## config.mk

```make
export PLATFORM = sky130hd
export DESIGN_NAME = fetch_queue
export DESIGN_NICKNAME = d
export VERILOG_FILES = /design/src/rtl/fetch_queue.sv
export SDC_FILE = /design/constraint.sdc
export NUM_CORES = 1
export LEC_CHECK = 0
export ABC_AREA = 1
export BUFFER_PORTS_ARGS = -buffer_cell sky130_fd_sc_hd__buf_2
export CAP_MARGIN = 20
export CORE_MARGIN = 8
export CORE_UTILIZATION = 40
export CTS_CLUSTER_SIZE = 40
export DETAILED_ROUTE_END_ITERATION = 12
export HOLD_SLACK_MARGIN = 0.1
export PLACE_DENSITY_LB_ADDON = 0.25
export SLEW_MARGIN = 20
export SYNTH_ARGS = -nofsm -noshare
export SYNTH_HDL_FRONTEND = slang
export SYNTH_SLANG_ARGS = --single-unit
```

## constraint.sdc

```tcl
create_clock -name clk -period 3.2 [get_ports clk]
set_clock_uncertainty 0.15 [all_clocks]
set_input_delay 0.48 -clock clk [delete_from_list [all_inputs] [get_ports clk]]
set_output_delay 0.48 -clock clk [all_outputs]
set_load 0.01 [all_outputs]
```

## src/rtl/fetch_queue.sv

```systemverilog
// Decoupled instruction fetch: PC generator, in-flight tracker and a
// {pc, instr} FIFO feeding decode, with redirect flush and halt.
// Ports: clk/reset, imem_req/imem_addr/imem_rdata to the synchronous imem,
// redirect/redirect_pc/halt controls, id_ready/id_valid/id_pc/id_instr to
// decode, and count/full/empty occupancy status.
module fetch_queue #(
  parameter int PC_W = 9,
  parameter int INS_W = 32,
  parameter int DEPTH = 4,
  parameter logic [PC_W-1:0] RESET_PC = '0
) (
  input  logic             clk,
  input  logic             reset,
  output logic             imem_req,
  output logic [PC_W-1:0]  imem_addr,
  input  logic [INS_W-1:0] imem_rdata,
  input  logic             redirect,
  input  logic [PC_W-1:0]  redirect_pc,
  input  logic             halt,
  input  logic             id_ready,
  output logic             id_valid,
  output logic [PC_W-1:0]  id_pc,
  output logic [INS_W-1:0] id_instr,
  output logic [$clog2(DEPTH+1)-1:0] count,
  output logic             full,
  output logic             empty
);

  localparam int CW = $clog2(DEPTH+1);
  localparam int PW = $clog2(DEPTH);

  logic [PC_W-1:0]  fetch_pc;
  logic [PC_W-1:0]  inflight_pc;
  logic             inflight;
  logic [PC_W-1:0]  pc_mem [DEPTH];
  logic [INS_W-1:0] ins_mem [DEPTH];
  logic [PW-1:0]    rptr;
  logic [PW-1:0]    wptr;
  logic [PC_W-1:0]  target;
  logic [CW:0]      occ;
  logic             pop;
  logic             push;

  assign target = redirect_pc & ~PC_W'(3);

  assign empty = (count == '0);
  assign full = (count == CW'(DEPTH));
  assign id_valid = !empty && !redirect;
  assign id_pc = empty ? '0 : pc_mem[rptr];
  assign id_instr = empty ? '0 : ins_mem[rptr];

  assign pop = id_valid && id_ready;
  assign push = inflight && !redirect;

  // Credit check: every outstanding response must already own a slot.
  // A redirect drops the queue and the in-flight response, so it sees 0.
  always_comb begin
    occ = '0;
    if (!redirect)
      occ = {1'b0, count} + (CW+1)'(inflight) - (CW+1)'(pop);
  end

  assign imem_req = !reset && !halt && (occ < (CW+1)'(DEPTH));
  assign imem_addr = redirect ? target : fetch_pc;

  always_ff @(posedge clk) begin
    if (reset) begin
      fetch_pc <= RESET_PC;
      inflight <= 1'b0;
      inflight_pc <= '0;
    end else begin
      inflight <= imem_req;
      inflight_pc <= imem_addr;
      if (imem_req)
        fetch_pc <= imem_addr + PC_W'(4);
      else if (redirect)
        fetch_pc <= target;
    end
  end

  always_ff @(posedge clk) begin
    if (reset || redirect) begin
      rptr <= '0;
      wptr <= '0;
      count <= '0;
    end else begin
      if (push)
        wptr <= wptr + PW'(1);
      if (pop)
        rptr <= rptr + PW'(1);
      count <= count + CW'(push) - CW'(pop);
    end
  end

  always_ff @(posedge clk) begin
    if (!reset && push) begin
      pc_mem[wptr] <= inflight_pc;
      ins_mem[wptr] <= imem_rdata;
    end
  end

endmodule
```

==> impl_results.md <==
* Hold Startpoint: imem_rdata[15]
* GPL Wtd Cong at 0.799
* Vias at 5008
* Initial Util at 0.408
* Hpwl dp at 10200 um
* EDFF count, synth at 164
* Status: finished, final reports clean
* Ant. Diodes at 0
* Crit path DAT at 2.22 ns
* # setup viols final at 0
* Share of cells above drive strength 1 at 0.229
* Final Power at 5.14 mW
* Final Net Count at 806
* First-pass GRT wire length at 26900 um
* Pre-antenna DRT Iters at 4
* Via density at 5.02
* Initial antenna violation count at 0
* Reg clk slew, reported paths at 0.06 ns
* Most common cell in the netlist: nor2_1
* Synthesized flop and latch total at 190
* Hold EP: ins_mem[1][15]$_DFFE_PP_
* Post-synthesis cell type count at 30
* Worst r2r dst: fetch_pc[6]$_SDFF_PP0_
* Power per cell area at 565 mW/mm^2
* Clock Latency Late Sink at 0.42 ns
* Ys async rst share at 0
* GRT Total Usage at 0.146
* Vias in the first global route at 5275
* Worst rel slew slack at 0.507
* R2r setup slk at 0.87 ns
* Clock Sinks at 190
* Post-Layout Cell Count at 998
* Total CTS buffers at 17
* Final Hold Vio Count at 0
* Share of the clock period used by the worst path at 0.892
* Core ar. at 0.0187 mm^2
* Worst r2r src: count[1]$_SDFF_PP0_
* Syn Inst Count at 651
* DRT iter0 DRCs at 239
* Slew Limit Fails at 0
* Min cycle time layout at 2.85 ns
* CTS tree: built
* Die H at 154 um
* # resized after CTS at 0
* Post-route DRC at 0
* Hold Crit Depth at 1
* DP Cell Count at 964
* Cell area after synthesis at 0.00762 mm^2
* Routed len/inst at 16.9 um
* Maxcap violations at 0
* Commonest cells in the netlist: nor2_1 (189), edfxtp_1 (164), o21ai_0 (76), a21oi_1 (46), clkbuf_1 (31)
* Hold slack at 0.116 ns
* CP max FO at 6
* Sequential fraction of the synthesis area at 0.714
* H-tree depth at 4
* Layout area overhead at 19.2%
* Type of the worst min-delay path: in -> reg
* LEAKAGE at 3.43 nW
* Clock Path Buffers at 2
* VDD IR-drop max at 0.392 mV
* Yosys warns at 0
* Row cnt at 50
* Crit. End Element: primary output
* Syn_nets at 706
* Filler cells at 1654
* ANT nets after route at 0
* Required time of the critical path at 2.57 ns
* Critical path class: reg -> out
* Area fraction of the dominant cell type after synthesis at 0.646
* Gr ovfl total at 0
* Syn avg cell area at 11.7 um^2
* Reg2reg path depth at 14
* Largest net degree at the start of global routing at 42
* Fmax at 350 MHz
* Worst Setup Start Kind: flip-flop
* Synth area leaders: edfxtp_1 (65%), nor2_1 (9.3%), dfxtp_1 (6.8%), o21ai_0 (5.0%), a21oi_1 (3.0%)
* # IOs at 103
* Total Wirelength at 16900 um
* RSZ-0062 raised after global routing: false
* Tightest Pin Transition at 0.738 ns
* Final instance area at 0.00909 mm^2
* Clock Root Buffer: clkbuf_16
* Port buffer count at 100
* Post-synth top flop: edfxtp_1
* Die Area at 0.0237 mm^2
* Synth area leader: edfxtp_1
* Dpl cell area at 0.00846 mm^2
* Die width at 154 um
cell usage in the layout (no fill, tap or decap):
| cell | count |
|---|---|
| nand2_1 | 15 |
| nand4_1 | 2 |
| xor2_1 | 6 |
| a21oi_1 | 46 |
| buf_2 | 100 |
| a211oi_1 | 1 |
| clkinvlp_4 | 1 |
| ha_1 | 8 |
| buf_12 | 4 |
| dfxtp_1 | 24 |
| clkbuf_8 | 2 |
| o21ai_0 | 76 |
| nand3_1 | 5 |
| dlygate4sd3_1 | 2 |
| o21ai_1 | 13 |
| o21a_1 | 1 |
| nand3_2 | 4 |
| inv_1 | 24 |
| nand2_2 | 4 |
| dfxtp_4 | 1 |
| buf_4 | 9 |
| bufinv_16 | 4 |
| nand3b_1 | 1 |
| inv_2 | 11 |
| nor2_1 | 185 |
| nor2_4 | 4 |
| clkinv_2 | 2 |
| nand4_2 | 1 |
| clkbuf_1 | 6 |
| fa_1 | 1 |
| or2_1 | 7 |
| o21ai_2 | 7 |
| dfxtp_2 | 1 |
| nor3_1 | 2 |
| nor3_2 | 1 |
| edfxtp_1 | 164 |
| nand3_4 | 1 |
| o21a_2 | 1 |
| clkbuf_16 | 17 |
repair_timing:
action,4_1_cts,5_1_grt
setup buffers,0,0
hold buffers,0,2
hold endpoints to repair,0,8
metrics by stage:
stage	worst slack, ns	setup TNS (ns)	utilization
3_3_place_gp	0.487	0	0.452
5_1_grt	0.133	0	0.486
3_5_place_dp	0.455	0	0.452
2_1_floorplan	-0.0765	-12.54	-
4_1_cts	0.319	0	0.485
6_report	0.345	0	0.486
logic make-up after synthesis:
logic type      count (synthesis)  synth area share
compound gates                145            0.0998
simple gates                  232             0.127
fa+ha+maj                       9            0.0158
flops                         190             0.714
xor+xnor                        6           0.00689
buf+inv                        69            0.0361
flip-flops by register name, indices dropped and copies added (netlist names), named ones only:
signal       flops
ins_mem        128
pc_mem          36
fetch_pc         9
inflight_pc      7
count            3
rptr             2
wptr             2
inflight         1
worst max-delay path by stage:
stage,slack [ns],from,cells past startpoint,to
2_1_floorplan,-0.08,reset,4,ins_mem[0][0]$_DFFE_PP_
3_3_place_gp,0.49,redirect,13,imem_req
3_5_place_dp,0.45,redirect,12,imem_req
4_1_cts,0.32,flip-flop,5,id_instr[31]
5_1_grt,0.13,flip-flop,5,id_instr[31]
6_report,0.35,count[1]$_SDFF_PP0_,12,imem_req
layout make-up:
cell class | instances | area, um^2 | share of cell area
Sequential cell | 190 | 5450 | 0.600
Tap cell | 234 | 293 | 0.0322
Multi-Input combinational cell | 392 | 1930 | 0.213
Inverter | 35 | 131 | 0.0145
Timing Repair Buffer | 115 | 668 | 0.0735
Clock inverter | 7 | 138 | 0.0151
Clock buffer | 25 | 475 | 0.0523
critical path, cell delays in order, from the launching register on:
cell	delay, ns
dfxtp_1	0.45
nor2_1	0.08
nand2_2	0.10
nand4_2	0.13
ha_1	0.33
nand2_1	0.05
inv_1	0.06
nand3_1	0.09
nand3_1	0.10
nand3_2	0.13
nand3_4	0.11
inv_2	0.03
buf_2	0.13
per-layer routing:
metal  vias to the layer above  share of wire  wire length (um)  track usage
met1                      2437           0.45              7520        0.171
met4                         0          0.010               174       0.0457
li1                       2448              -                 -            -
met2                       108           0.48              8140        0.249
met3                        15          0.062              1060       0.0471
met5                         -              0                 0            0
power by group:
| group | total [mW] | internal, mW | switching (mW) |
|---|---|---|---|
| sequential | 2.74 | 2.72 | 0.0163 |
| clock | 2.17 | 1.35 | 0.825 |
| combinational | 0.226 | 0.0811 | 0.145 |
| total | 5.14 | 4.15 | 0.986 |
Note: power is estimated with default switching activity, not from simulation.
